**src/rtl/ddr_arb_pkg.sv**
```systemverilog
// Shared types and defaults for the DDR frame arbiter.
// Holds FSM encoding, requester IDs and burst/frame defaults.
package ddr_arb_pkg;

   typedef enum logic [1:0] {
      ST_IDLE,
      ST_CMD,
      ST_WDATA,
      ST_RWAIT
   } arb_state_e;

   typedef logic [1:0] req_id_t;

   localparam req_id_t REQ_CAM0 = 2'd0;
   localparam req_id_t REQ_CAM1 = 2'd1;
   localparam req_id_t REQ_DISP = 2'd2;

   localparam int DEF_BURST_LEN   = 64;
   localparam int DEF_FRAME_WORDS = 460800;

endpackage

```
**src/rtl/ddr_frame_arbiter_addr_gen.sv**
```systemverilog
// Per-requester frame offset: advances one burst per completed
// burst, wraps at the frame end and clears on frame start.
// Ports: clk, rst_n, frame_start (pulse), held (requester owns the
//        current/just-issued grant), done (its burst completed),
//        offset (current word offset within the frame).
module frame_addr_gen
#(
   parameter int ADDR_W      = 28,
   parameter int BURST_LEN   = 64,
   parameter int FRAME_WORDS = 460800
)
(
   input  logic              clk,
   input  logic              rst_n,
   input  logic              frame_start,
   input  logic              held,
   input  logic              done,
   output logic [ADDR_W-1:0] offset
);

   localparam logic [ADDR_W:0] STEP  = (ADDR_W+1)'(BURST_LEN);
   localparam logic [ADDR_W:0] LIMIT = (ADDR_W+1)'(FRAME_WORDS);

   logic [ADDR_W-1:0] offset_q, offset_d;
   logic              pend_q, pend_d;
   logic [ADDR_W:0]   nxt;

   always_comb begin
      offset_d = offset_q;
      pend_d   = pend_q;
      nxt      = {1'b0, offset_q} + STEP;
      if (done) begin
         // A frame start seen while this requester held the grant
         // replaces the normal advance.
         if (pend_q || frame_start || nxt >= LIMIT) begin
            offset_d = '0;
         end else begin
            offset_d = nxt[ADDR_W-1:0];
         end
         pend_d = 1'b0;
      end else if (frame_start) begin
         if (held) begin
            pend_d = 1'b1;
         end else begin
            offset_d = '0;
         end
      end
   end

   always_ff @(posedge clk or negedge rst_n) begin
      if (!rst_n) begin
         offset_q <= '0;
         pend_q   <= 1'b0;
      end else begin
         offset_q <= offset_d;
         pend_q   <= pend_d;
      end
   end

   assign offset = offset_q;

endmodule

```
**src/rtl/ddr_frame_arbiter.sv**
```systemverilog
// Arbitrates one DDR user port between two camera write FIFOs and
// the display read FIFO, one burst outstanding at a time.
// Ports: camN_* camera FIFO side, disp_* display FIFO side,
//        cmd_*/wr_*/rd_* DDR user port, busy = FSM not idle.
module ddr_frame_arbiter
   import ddr_arb_pkg::*;
#(
   parameter int                DATA_W      = 32,
   parameter int                ADDR_W      = 28,
   parameter int                BURST_LEN   = DEF_BURST_LEN,
   parameter int                FRAME_WORDS = DEF_FRAME_WORDS,
   parameter logic [ADDR_W-1:0] CAM0_BASE   = ADDR_W'('h0000000),
   parameter logic [ADDR_W-1:0] CAM1_BASE   = ADDR_W'('h0080000),
   parameter int                LVL_W       = 10,
   parameter int                DISP_DEPTH  = 1024,
   parameter int                RD_LOW_TH   = 256
)
(
   input  logic              ddr_clk,
   input  logic              ddr_rst_n,
   input  logic              ddr_init_done,
   input  logic              cam0_frame_start,
   input  logic [LVL_W-1:0]  cam0_rd_cnt,
   input  logic [DATA_W-1:0] cam0_data,
   output logic              cam0_rden,
   input  logic              cam1_frame_start,
   input  logic [LVL_W-1:0]  cam1_rd_cnt,
   input  logic [DATA_W-1:0] cam1_data,
   output logic              cam1_rden,
   input  logic              disp_frame_start,
   input  logic              disp_sel,
   input  logic [LVL_W-1:0]  disp_wr_cnt,
   output logic              disp_wren,
   output logic [DATA_W-1:0] disp_data,
   output logic              cmd_en,
   input  logic              cmd_ready,
   output logic              cmd_wr,
   output logic [ADDR_W-1:0] cmd_addr,
   output logic              wr_valid,
   output logic [DATA_W-1:0] wr_data,
   input  logic              wr_ready,
   input  logic              rd_valid,
   input  logic [DATA_W-1:0] rd_data,
   output logic              busy
);

   if (RD_LOW_TH > DISP_DEPTH - BURST_LEN) begin : g_bad_cfg
      $error("RD_LOW_TH leaves no room for a full burst");
   end

   localparam int               CNT_W     = $clog2(BURST_LEN);
   localparam logic [CNT_W-1:0] LAST_BEAT = CNT_W'(BURST_LEN - 1);
   localparam logic [LVL_W-1:0] BL_LVL    = LVL_W'(BURST_LEN);
   localparam logic [LVL_W-1:0] TH_LVL    = LVL_W'(RD_LOW_TH);

   arb_state_e        state_q, state_d;
   req_id_t           grant_q, grant_d;
   logic              cmd_wr_q, cmd_wr_d;
   logic [ADDR_W-1:0] cmd_addr_q, cmd_addr_d;
   logic [CNT_W-1:0]  beat_q, beat_d;
   logic              rr_ptr_q, rr_ptr_d;
   logic              disp_en_q, disp_en_d;
   logic              disp_sel_q, disp_sel_d;

   logic              req_rd, req_c0, req_c1;
   logic              win_rd, win_c0, win_c1;
   logic              grant_fire, burst_done;
   logic [ADDR_W-1:0] disp_base;
   logic [ADDR_W-1:0] offset [3];
   logic [2:0]        fs_vec, held_vec, done_vec;

   assign req_rd = disp_en_q && (disp_wr_cnt < TH_LVL);
   assign req_c0 = cam0_rd_cnt >= BL_LVL;
   assign req_c1 = cam1_rd_cnt >= BL_LVL;

   // Display refills win outright; rr_ptr breaks camera ties.
   assign win_rd = req_rd;
   assign win_c0 = !req_rd && req_c0 && (!req_c1 || !rr_ptr_q);
   assign win_c1 = !req_rd && req_c1 && (!req_c0 || rr_ptr_q);

   assign disp_base = disp_sel_q ? CAM1_BASE : CAM0_BASE;

   always_comb begin
      state_d    = state_q;
      grant_d    = grant_q;
      cmd_wr_d   = cmd_wr_q;
      cmd_addr_d = cmd_addr_q;
      beat_d     = beat_q;
      rr_ptr_d   = rr_ptr_q;
      grant_fire = 1'b0;
      burst_done = 1'b0;
      cmd_en     = 1'b0;
      wr_valid   = 1'b0;
      wr_data    = '0;
      cam0_rden  = 1'b0;
      cam1_rden  = 1'b0;
      disp_wren  = 1'b0;
      disp_data  = '0;
      unique case (state_q)
         ST_IDLE: begin
            if (ddr_init_done) begin
               unique case (1'b1)
                  win_rd: begin
                     grant_d    = REQ_DISP;
                     cmd_wr_d   = 1'b0;
                     cmd_addr_d = disp_base + offset[REQ_DISP];
                  end
                  win_c0: begin
                     grant_d    = REQ_CAM0;
                     cmd_wr_d   = 1'b1;
                     cmd_addr_d = CAM0_BASE + offset[REQ_CAM0];
                  end
                  win_c1: begin
                     grant_d    = REQ_CAM1;
                     cmd_wr_d   = 1'b1;
                     cmd_addr_d = CAM1_BASE + offset[REQ_CAM1];
                  end
                  default: ;
               endcase
               grant_fire = win_rd || win_c0 || win_c1;
               if (grant_fire) begin
                  state_d = ST_CMD;
               end
            end
         end
         ST_CMD: begin
            cmd_en = 1'b1;
            if (cmd_ready) begin
               state_d = cmd_wr_q ? ST_WDATA : ST_RWAIT;
               beat_d  = '0;
            end
         end
         ST_WDATA: begin
            wr_valid = 1'b1;
            wr_data  = (grant_q == REQ_CAM1) ? cam1_data : cam0_data;
            if (wr_ready) begin
               cam0_rden = (grant_q == REQ_CAM0);
               cam1_rden = (grant_q == REQ_CAM1);
               beat_d    = beat_q + CNT_W'(1);
               if (beat_q == LAST_BEAT) begin
                  burst_done = 1'b1;
                  state_d    = ST_IDLE;
                  rr_ptr_d   = (grant_q == REQ_CAM0);
               end
            end
         end
         ST_RWAIT: begin
            disp_wren = rd_valid;
            disp_data = rd_data;
            if (rd_valid) begin
               beat_d = beat_q + CNT_W'(1);
               if (beat_q == LAST_BEAT) begin
                  burst_done = 1'b1;
                  state_d    = ST_IDLE;
               end
            end
         end
         default: state_d = ST_IDLE;
      endcase
   end

   assign disp_en_d  = disp_en_q | disp_frame_start;
   assign disp_sel_d = disp_frame_start ? disp_sel : disp_sel_q;

   always_ff @(posedge ddr_clk or negedge ddr_rst_n) begin
      if (!ddr_rst_n) begin
         state_q    <= ST_IDLE;
         grant_q    <= REQ_CAM0;
         cmd_wr_q   <= 1'b0;
         cmd_addr_q <= '0;
         beat_q     <= '0;
         rr_ptr_q   <= 1'b0;
         disp_en_q  <= 1'b0;
         disp_sel_q <= 1'b0;
      end else begin
         state_q    <= state_d;
         grant_q    <= grant_d;
         cmd_wr_q   <= cmd_wr_d;
         cmd_addr_q <= cmd_addr_d;
         beat_q     <= beat_d;
         rr_ptr_q   <= rr_ptr_d;
         disp_en_q  <= disp_en_d;
         disp_sel_q <= disp_sel_d;
      end
   end

   assign fs_vec = {disp_frame_start, cam1_frame_start, cam0_frame_start};

   // A grant issued this cycle already used the old offset, so a
   // coincident frame start must be deferred like a mid-burst one.
   for (genvar g = 0; g < 3; g++) begin : g_addr
      assign held_vec[g] =
         (state_q != ST_IDLE && grant_q == req_id_t'(g)) ||
         (grant_fire && grant_d == req_id_t'(g));
      assign done_vec[g] = burst_done && grant_q == req_id_t'(g);

      frame_addr_gen #(
         .ADDR_W      (ADDR_W),
         .BURST_LEN   (BURST_LEN),
         .FRAME_WORDS (FRAME_WORDS)
      ) u_addr (
         .clk         (ddr_clk),
         .rst_n       (ddr_rst_n),
         .frame_start (fs_vec[g]),
         .held        (held_vec[g]),
         .done        (done_vec[g]),
         .offset      (offset[g])
      );
   end

   assign cmd_wr   = cmd_wr_q;
   assign cmd_addr = cmd_addr_q;
   assign busy     = (state_q != ST_IDLE);

endmodule

```
**config.mk**
```make
export PLATFORM = sky130hd
export DESIGN_NAME = ddr_frame_arbiter
export DESIGN_NICKNAME = d
export VERILOG_FILES = /design/src/rtl/ddr_arb_pkg.sv /design/src/rtl/ddr_frame_arbiter_addr_gen.sv /design/src/rtl/ddr_frame_arbiter.sv
export SDC_FILE = /design/constraint.sdc
export NUM_CORES = 1
export LEC_CHECK = 0
export BUFFER_PORTS_ARGS = -buffer_cell sky130_fd_sc_hd__clkbuf_2
export CAP_MARGIN = 25
export CORE_MARGIN = 2
export CORE_UTILIZATION = 44
export CTS_CLUSTER_DIAMETER = 100
export DETAILED_ROUTE_END_ITERATION = 16
export PLACE_DENSITY = 0.71
export SLEW_MARGIN = 20
export SYNTH_ARGS = -nofsm -noshare
export SYNTH_HDL_FRONTEND = slang
export SYNTH_SLANG_ARGS = --single-unit
```
**constraint.sdc**
```tcl
create_clock -name ddr_clk -period 3.5 [get_ports ddr_clk]
set_input_delay 0.175 -clock ddr_clk [delete_from_list [all_inputs] [get_ports ddr_clk]]
set_output_delay 0.175 -clock ddr_clk [all_outputs]
set_load 0.05 [all_outputs]
```
# [Word level (Yosys, flattened, before mapping)]
# Cells that the tools add are included.
[totals] n_memories=0 latchBits=0 mem_bits_rw=0 rom_bits=0 ff_bits=129 wordCells=154 out_inout_bits=99
[classes] order_cmp=6 bitwise=1 div_mod_pow=0 n_eq_ne=16 multipliers=0 shifts=0 reduce_logical=56 n_addsub=6 muxes=55
[ops] operator="28-bit two-way mux" count=12
[ops] operator="32-bit two-way mux" count=3
[ops] operator="28-bit by 7-bit adder with 29-bit output, second input constant" count=3
[ops] operator="29-bit by 19-bit >= comparator with 1-bit output, second input constant" count=3
[ops] operator="28-bit case mux with 3 select lines" count=1
[ops] operator="20-bit by 28-bit adder with 28-bit output" count=1
[ops] operator="20-bit by 28-bit adder with 28-bit output, first input constant" count=1
[ops] operator="1-bit two-way mux" count=22
[ops] operator="10-bit by 7-bit >= comparator with 1-bit output, second input constant" count=2
[ops] operator="20-bit two-way mux" count=1
[ops] operator="6-bit two-way mux" count=3
[ops] operator="6-bit case mux with 3 select lines" count=1
[ops] operator="2-bit two-way mux" count=8
[ops] operator="2-bit inequality test, second input constant" count=8
[ops] operator="2-bit nonzero test" count=8
[ops] operator="1-bit logical AND" count=14
[ops] operator="1-bit logical OR" count=13
[ops] operator="2-bit AND reduction" count=6
[ops] operator="10-bit by 9-bit less-than comparator with 1-bit output, second input constant" count=1
[ops] operator="3-bit AND reduction" count=3
[ops] operator="2-bit == test, second input constant" count=4
[ops] operator="2-bit case mux with 4 select lines" count=1
[ops] operator="6-bit by 1-bit adder with 6-bit output, second input constant" count=1
[ops] operator="2-bit by 1-bit == test with 1-bit output, second input constant" count=3
[ops] operator="10 further kinds" count=17

# [Logic depth before layout (Yosys ltp)]
# Gate-level depths: netlist (run 1).
[logic_depth] ltp_word=14 depth_mapped=11

# [Modules after synthesis]
# A second synthesis (run 1) with hierarchy kept.
[unflattened] cells_unflattened=866 area_unflattened_um2=7429.6
[by_module_without_submodules] module="ddr_frame_arbiter" instances=1 area_per_inst_um2=3300.7 cells_each=425 seq_area_each_um2=1051.0
[by_module_without_submodules] module="frame_addr_gen at g_addr[0].u_addr ..." instances=2 area_per_inst_um2=1342.5 cells_each=143 seq_area_each_um2=575.6
[by_module_without_submodules] module="frame_addr_gen at g_addr[2].u_addr" instances=1 area_per_inst_um2=1443.9 cells_each=155 seq_area_each_um2=575.6

# [Worst setup path after synthesis (run 1)]
# Ideal clock, no wire load.
[synth_timing] path_type="reg-to-reg" from="register g_addr[0].u_addr.offset_q[6]" to="register g_addr[0].u_addr.offset_q[12]" path_stages_with_launch=11 arrival_ps=2460 path_buffers=2 setup_slack_ps=914 synth_period_minus_slack_ps=2586 required_time_ps=3374 path_cell_list="dfrtp_1 -> ha_1 -> clkbuf_1 -> inv_1 -> or2_2 -> clkbuf_1 -> or3_1 -> a41oi_1 -> nor4_2 -> and3_1 -> a221o_1"
[synth_between] elab_chain_len=5
[synth_lines] element="start, declared" line="ddr_frame_arbiter_addr_gen.sv:24" source="logic [ADDR_W-1:0] offset_q, offset_d;"
[synth_lines] element="start signal, assigned" line="ddr_frame_arbiter_addr_gen.sv:55" source="offset_q <= offset_d;"
[synth_lines] element="28-bit by 7-bit adder with 29-bit output *" line="ddr_frame_arbiter_addr_gen.sv:31" source="nxt = {1'b0, offset_q} + STEP;"
[synth_lines] element="29-bit by 19-bit >= comparator with 1-bit output" line="ddr_frame_arbiter_addr_gen.sv:35" source="if (pend_q || frame_start || nxt >= LIMIT) begin"
[synth_lines] element="1-bit logical OR" line="ddr_frame_arbiter_addr_gen.sv:35"
[synth_lines] element="28-bit two-way mux *" line="ddr_frame_arbiter_addr_gen.sv:35"
[synth_lines] element="28-bit two-way mux *" line="ddr_frame_arbiter_addr_gen.sv:32" source="if (done) begin"
# Mark *: on every way between the ends. The rest lies on a longest branch, timed or not.
# A chain may end at the register's enable or synchronous reset.

# [Final worst setup path (run 1)]
[layout_timing] from="register g_addr[2].u_addr.offset_q[8]" to="register g_addr[2].u_addr.offset_q[9]"
[layout_between] elab_chain_len=5
[layout_lines] element="start, declared" line="ddr_frame_arbiter_addr_gen.sv:24"
[layout_lines] element="start signal, assigned" line="ddr_frame_arbiter_addr_gen.sv:55"
[layout_lines] element="28-bit by 7-bit adder with 29-bit output *" line="ddr_frame_arbiter_addr_gen.sv:31"
[layout_lines] element="29-bit by 19-bit >= comparator with 1-bit output" line="ddr_frame_arbiter_addr_gen.sv:35"
[layout_lines] element="1-bit logical OR" line="ddr_frame_arbiter_addr_gen.sv:35"
[layout_lines] element="28-bit two-way mux *" line="ddr_frame_arbiter_addr_gen.sv:35"
[layout_lines] element="28-bit two-way mux *" line="ddr_frame_arbiter_addr_gen.sv:32"
# Marks and branches as above.

==> results.tsv, run 1 <==
stage	metric	value	unit
global_route	grt_max_degree	48	
power	p_sw_share	48.3	%
detailed_routing	dr_total_vias	7163	
global_route	grt_usage	24.9	%
cells_and_area	stdcell_count	1265	
floorplan	boundaryPins	235	
logic_synthesis	synth-seq-cells	106	
timing	fmax	350	MHz
logic_synthesis	synth_cell_types	70	
global_route	grt_overflow	0	
worst_setup_path	critPathRequiredTime	3.75	ns
cts	post_cts_resized	0	
worst_setup_path	rr_worst_depth	7	
timing	fin_crit_sh	81.7	%
logic_synthesis	synth-xor-area-share	2.96	%
global_route	grt_pass1_vias	6338	
placement	hpwl	15700	um
placement	placed_cells	1248	
global_route	grt_pass1_wl	33200	um
logic_synthesis	synth_mux_area_share	1.82	%
cts	clock-sinks	106	
logic_synthesis	syn_area_per_cell	8.09	um2
placement	io_buffers	214	
power	internal_power	2300	uW
floorplan	die_h	131	um
worst_setup_path	crit_type	register to register	
cts	worstSkewPairLatency	0.36	ns
logic_synthesis	synth_top_flop_cell	dfrtp_1	
placement	gp_congestion	0.896	
cells_and_area	nNetsFinal	1187	
cells_and_area	seq_area	2650	um2
flow_run	maxCapViolCount	0	
floorplan	core	15800	um2
cts	numCtsBuffers	9	
run_status	status	completed	
logic_synthesis	yosys_warnings	0	
power	p_clk_share	21.3	%
timing	drv_slew	0	
cts	htree_levels	3	
logic_synthesis	synth_top_family_by_area	simple AND/OR/NAND/NOR gates	
logic_synthesis	syn-num-nets	1020	
cts	clkTransAtPathRegs	0.07	ns
logic_synthesis	synth_simple_gate_area_share	32.9	%
detailed_routing	wl_per_cell	16.6	um
power	pwr-share-comb	46.6	%
cts	cts_tree	yes	
cells_and_area	fillers	1489	
floorplan	start_util	44.8	%
timing	finalSetupTns	0	ns
power	switching_power	2150	uW
logic_synthesis	synth_edf_count	0	
detailed_routing	ant_nets	0	
logic_synthesis	synth-async-reset-ratio	100	%
logic_synthesis	yosys.area_share.adder	1.23	%
worst_setup_path	arrival	3.11	ns
logic_synthesis	syn_inst	877	
timing	fin_worst_skew	0.00934	ns
detailed_routing	drc	0	
power	peakVddDrop	365	uV
min_path	hp-class	input pin to register	
power	total_power	4460	uW
detailed_routing	viasPerCell	5.66	
floorplan	row_count	46	
power	seqPwrFrac	32.1	%
worst_setup_path	endpoint_kind	register	
timing	finalSetupViolCount	0	
cells_and_area	multiInputGateArea	4060	um2
timing	rsz0062_at_grt	no	
logic_synthesis	yosysSeqAreaShare	37.4	%
floorplan	die_x	131	um
timing	slew_headroom	45.1	%
floorplan	fp.dieArea	17200	um2
cells_and_area	area_delta_synth_final	19.8	%
logic_synthesis	netlist_area	7100	um2
power	power.density	524	nW/um2
logic_synthesis	synth_compound_area_share	18.2	%
global_route	antenna_found_initial	0	
cts	clock-root-buffer	clkbuf_16	
detailed_routing	wl	21100	um
detailed_routing	drtIter0Drc	657	
cells_and_area	n_antenna_cell	0	
timing	finalHoldViolCount	0	
power	p_leak	0.00408	uW
timing	post-route-min-period	2.86	ns
detailed_routing	drt-pass1-iter-count	6	
cells_and_area	layout-drive-gt1-share	25.2	%
min_path	worstHoldPathCells	2	
timing	tightest_slew	0.820	ns
cts	cts_buffer_depth	2	
worst_setup_path	worst_setup_path_start_kind	register	
worst_setup_path	cp_max_fo	23	
==> cells in the final DEF (no fill, tap or decap), types with 7 or more instances in the layout <==
master and n:
nand4_1 24, a222oi_1 14, buf_4 19, and2_1 34
nor2b_1 7, clkbuf_16 9, ha_1 7, nand2b_1 9
and3_1 49, dfrtp_1 106, xnor2_1 12, a21oi_1 52
xor2_1 12, nor2_1 68, and4_1 9, nor3_1 16
clkbuf_2 213, nand2_1 150, nand3_1 39, nor4_1 13
inv_1 9, o21ai_0 35, a31oi_1 16, a221o_1 11
==> power by group through the flow <==
stage          clock, uW  sequential [uW]  combinational, uW
3_5_place_dp           0             1460               2080
2_1_floorplan          0             1600               1390
5_1_grt             1020             1450               2210
4_1_cts              977             1430               2090
3_3_place_gp           0             1450               2070
6_report             949             1430               2070
==> final cells by class <==
cell class	instances	share of cell area [%]
Clock inverter	2	0.147
Clock buffer	14	2.99
Sequential cell	106	31.2
Multi-Input combinational cell	685	47.8
Timing Repair Buffer	233	14.3
Tap cell	216	3.18
Inverter	9	0.397
==> path summary, 6_finish.rpt <==
check                                                  startpoint                                      end  slack, ns
setup / recovery           g_addr[2].u_addr.offset[8]$_DFFE_PN0P_   g_addr[2].u_addr.offset[9]$_DFFE_PN0P_       0.64
hold / removal                                           disp_sel                   disp_sel_q$_DFFE_PN0P_       0.05
setup reg to reg           g_addr[2].u_addr.offset[8]$_DFFE_PN0P_   g_addr[2].u_addr.offset[9]$_DFFE_PN0P_       0.64
hold reg to reg                          cmd_addr[14]$_DFFE_PN0P_                 cmd_addr[14]$_DFFE_PN0P_       0.49
max in group asynchronous                               ddr_rst_n  g_addr[2].u_addr.offset[22]$_DFFE_PN0P_       2.31
min in group asynchronous                               ddr_rst_n   g_addr[0].u_addr.offset[8]$_DFFE_PN0P_       0.34
==> sequential cells by signal, summed over array words and instances (netlist names) <==
| name | flops |
|---|---|
| rr_ptr_q | 1 |
| g_addr.u_addr.offset | 66 |
| state_q | 2 |
| cmd_wr | 1 |
| disp_en_q | 1 |
| grant_q | 2 |
| g_addr.u_addr.pend_q | 3 |
| disp_sel_q | 1 |
| beat_q | 6 |
| cmd_addr | 23 |
==> cells in the mapped netlist, drive strengths merged (10+ instances only) <==
| cell type | instances | share of area (%) |
|---|---|---|
| and4 | 10 | 1.3 |
| and3 | 49 | 4.3 |
| dfrtp | 106 | 37 |
| clkbuf | 56 | 3.0 |
| o21ai | 37 | 2.6 |
| nor3 | 16 | 1.1 |
| buf | 21 | 2.0 |
| a221o | 11 | 1.6 |
| a222oi | 14 | 2.0 |
| nand3 | 39 | 2.8 |
| nor4 | 16 | 1.7 |
| nor2 | 68 | 3.6 |
| xnor2 | 12 | 1.5 |
| xor2 | 12 | 1.5 |
| nand2 | 150 | 7.9 |
| nand4 | 25 | 2.4 |
| a31oi | 16 | 1.4 |
| and2 | 34 | 3.0 |
| a21oi | 52 | 3.7 |
==> stage by stage <==
stage / area, um2 / hold slack [ns] / worst slack [ns] / util [%]
final: 8500 / 0.0506 / 0.639 / 53.7
after global routing: 8500 / 0.0517 / 0.407 / 53.7
after CTS: 8500 / 0.0437 / 0.663 / 53.7
after detailed placement: 8230 / 0.223 / 0.689 / 52.0
after global placement: 8230 / 0.223 / 0.729 / 52.0
after floorplan: 7100 / -0.121 / 0.914 / -
==> critical path, cell delays in order (launching register included) <==
cell and delay [ns]:
dfrtp_1 0.53, nand4_1 0.31, nor3_1 0.69, a311oi_1 0.19
o2111a_1 0.31, and4_4 0.26, and3_1 0.20, a221o_1 0.25
==> cell families after synthesis <==
| logic type | count (synthesis) |
|---|---|
| simple gates | 455 |
| compound gates | 187 |
| flops | 106 |
| buf+inv | 86 |
| xor+xnor | 24 |
| mux | 12 |
| fa+ha+maj | 7 |
==> layer usage <==
layer / up-vias / wire length [um] / track usage, %
met5: - / 0 / 0
met4: 0 / 429 / 8.82
met3: 28 / 1310 / 3.58
met2: 258 / 10200 / 42.2
met1: 3359 / 9170 / 32.6
li1: 3518 / - / -
==> what timing repair did <==
action | 4_1_cts | 5_1_grt
hold buffers | 1 | 0
setup buffers | 0 | 0
hold endpoints to repair | 45 | 0
Note: power is estimated with default switching activity, not from simulation.
==> run 2: changes to the inputs <==
==> constraint.sdc (replaced) <==
create_clock -name ddr_clk -period 2.75 [get_ports ddr_clk]
set_input_delay 0.1375 -clock ddr_clk [delete_from_list [all_inputs] [get_ports ddr_clk]]
set_output_delay 0.1375 -clock ddr_clk [all_outputs]
set_load 0.05 [all_outputs]
==> run 2 against run 1 <==
  * Combinational power increased by 31%
  * Setup slack got worse by 0.52 ns
  * Global-route usage increased by 1.0 points
  * Critical path depth increased by 1
==> results.tsv, run 2 (same netlist as run 1, synthesis figures left out) <==
stage	metric	value	unit	change
global_route	grt_max_degree	55		+15%
placement	pre_cts_ws	-0.00334	ns	-0.693 ns
cells_and_area	fillers	1482		-0.47%
global_route	grt_usage	25.9	%	+1.0 points
detailed_routing	drt-pass1-iter-count	7		+1
timing	finalHoldViolCount	0		unchanged
global_route	grt_pass1_wl	34700	um	+4.5%
cts	clkTransAtPathRegs	0.07	ns	about the same
floorplan	boundaryPins	235		unchanged
power	p_leak	0.00453	uW	+11%
cts	cts_buffer_depth	2		unchanged
detailed_routing	wl	22600	um	+7.5%
min_path	hp-class	input pin to register		
cts	worstSkewPairLatency	0.36	ns	about the same
detailed_routing	dr_total_vias	7608		+6.2%
detailed_routing	ant_nets	0		unchanged
worst_setup_path	endpoint_kind	register		
timing	finalSetupViolCount	0		unchanged
timing	post-route-min-period	2.63	ns	-0.234 ns
timing	fin_worst_skew	0.00678	ns	-0.00256 ns
timing	fin_crit_sh	95.5	%	+14 points
worst_setup_path	arrival	2.93	ns	-0.18 ns
placement	placed_cells	1317		+5.5%
detailed_routing	wl_per_cell	17.0	um	+1.9%
flow_run	maxCapViolCount	0		unchanged
floorplan	core	15800	um2	unchanged
cells_and_area	layout-drive-gt1-share	30.6	%	+5.4 points
cells_and_area	largest_reg_flops	66		unchanged
cts	htree_levels	3		unchanged
cts	numCtsBuffers	9		unchanged
timing	rsz0062_at_grt	no		
floorplan	row_count	46		unchanged
cells_and_area	seq_area	2650	um2	unchanged
power	total_power	5870	uW	+32%
placement	hpwl	17000	um	+8.3%
timing	slew_headroom	34.9	%	-10 points
placement	gp_congestion	0.938		+4.7%
cells_and_area	multiInputGateArea	4130	um2	+1.7%
floorplan	start_util	44.8	%	unchanged
cells_and_area	final_common_cell	clkbuf_2		
cells_and_area	nNetsFinal	1258		+6.0%
timing	hold_slack	0.0170	ns	-0.0337 ns
cts	clock-sinks	106		unchanged
cells_and_area	mostFrequentLayoutCells	211 x clkbuf_2, 150 x nand2_1, 106 x dfrtp_1, 87 x buf_4, 68 x nor2_1		
timing	drv_slew	0		unchanged
detailed_routing	drtIter0Drc	811		+23%
run_status	status	completed		
global_route	grt_pass1_vias	6849		+8.1%
placement	io_buffers	214		unchanged
cells_and_area	stdcell_count	1335		+5.5%
worst_setup_path	critPathRequiredTime	3.05	ns	-0.70 ns
cts	cts_tree	yes		
power	power.density	638	nW/um2	+22%
cells_and_area	n_antenna_cell	0		unchanged
floorplan	die_h	131	um	unchanged
timing	tightest_slew	0.976	ns	+0.156 ns
global_route	antenna_found_initial	0		unchanged
worst_setup_path	crit_type	register to register		
cells_and_area	area_delta_synth_final	29.5	%	
global_route	grt_overflow	0		unchanged
floorplan	fp.dieArea	17200	um2	unchanged
power	peakVddDrop	529	uV	+45%
timing	fmax	381	MHz	+8.9%
detailed_routing	viasPerCell	5.70		+0.64%
timing	worst_slack	0.123	ns	-0.516 ns
worst_setup_path	cp_max_fo	11		-52%
floorplan	die_x	131	um	unchanged
cts	clock-root-buffer	clkbuf_16		
detailed_routing	drc	0		unchanged
worst_setup_path	worst_setup_path_start_kind	register		
==> run 2: final timing paths <==
check / startpoint / to / slack, ns / cells past startpoint
max in group asynchronous: ddr_rst_n / g_addr[2].u_addr.offset[21]$_DFFE_PN0P_ / 1.65 / 3
min in group asynchronous: ddr_rst_n / g_addr[0].u_addr.offset[7]$_DFFE_PN0P_ / 0.36 / 2
max: g_addr[2].u_addr.offset[6]$_DFFE_PN0P_ / g_addr[2].u_addr.offset[9]$_DFFE_PN0P_ / 0.12 / 8
min reg2reg: cmd_addr[12]$_DFFE_PN0P_ / cmd_addr[12]$_DFFE_PN0P_ / 0.48 / 2
max reg2reg: g_addr[2].u_addr.offset[6]$_DFFE_PN0P_ / g_addr[2].u_addr.offset[9]$_DFFE_PN0P_ / 0.12 / 8
min: disp_sel / disp_sel_q$_DFFE_PN0P_ / 0.02 / 2
==> run 2: timing repair <==
action,in CTS,in global routing
buffers inserted,0,1
hold buffers,1,0
endpoints found under the hold margin,52,0
pin swaps,0,2
resized for setup,1,8
endpoints found under the setup margin,4,21
cloned,0,1
==> run 2: layout make-up <==
type	instances	area share, %
repair buffers	303	19.6
clock inverters	2	0.381
flip-flops and latches	106	28.9
well taps	216	2.94
clock buffers	13	2.94
inverters	9	0.367
multi-input cells	686	44.9
==> run 2: stage by stage <==
stage	TNS (ns)	utilization, %	cell area, um2
4_1_cts	0	57.7	9130
5_1_grt	0	58.1	9190
3_5_place_dp	-0.00659	55.6	8800
2_1_floorplan	0	-	7100
6_report	0	58.1	9190
3_3_place_gp	0	55.6	8790
==> run 2: worst max-delay path, cell delays in order, from the launching register on <==
cell and delay [ns]:
dfrtp_1 0.46, ha_1 0.27, nand3_1 0.24, nor4_4 0.34, nand4bb_1 0.16, a22oi_1 0.36
and4_2 0.45, and3_1 0.19, a221o_1 0.10
==> run 2: per-layer routing <==
| metal | vias up | wire [um] | global-route usage, % |
|---|---|---|---|
| li1 | 3671 | - | - |
| met1 | 3551 | 9500 | 33.4 |
| met2 | 331 | 10800 | 43.6 |
| met3 | 55 | 1620 | 3.66 |
| met4 | 0 | 767 | 11.3 |
| met5 | - | 0 | 0 |
==> run 2: where the power goes <==
| part | leakage, uW | switching (uW) | total, uW | internal (uW) |
|---|---|---|---|---|
| Sequential | 0.00142 | 108 | 1800 | 1690 |
| Clock | 0.000152 | 576 | 1350 | 775 |
| Combinational | 0.00295 | 2070 | 2720 | 647 |
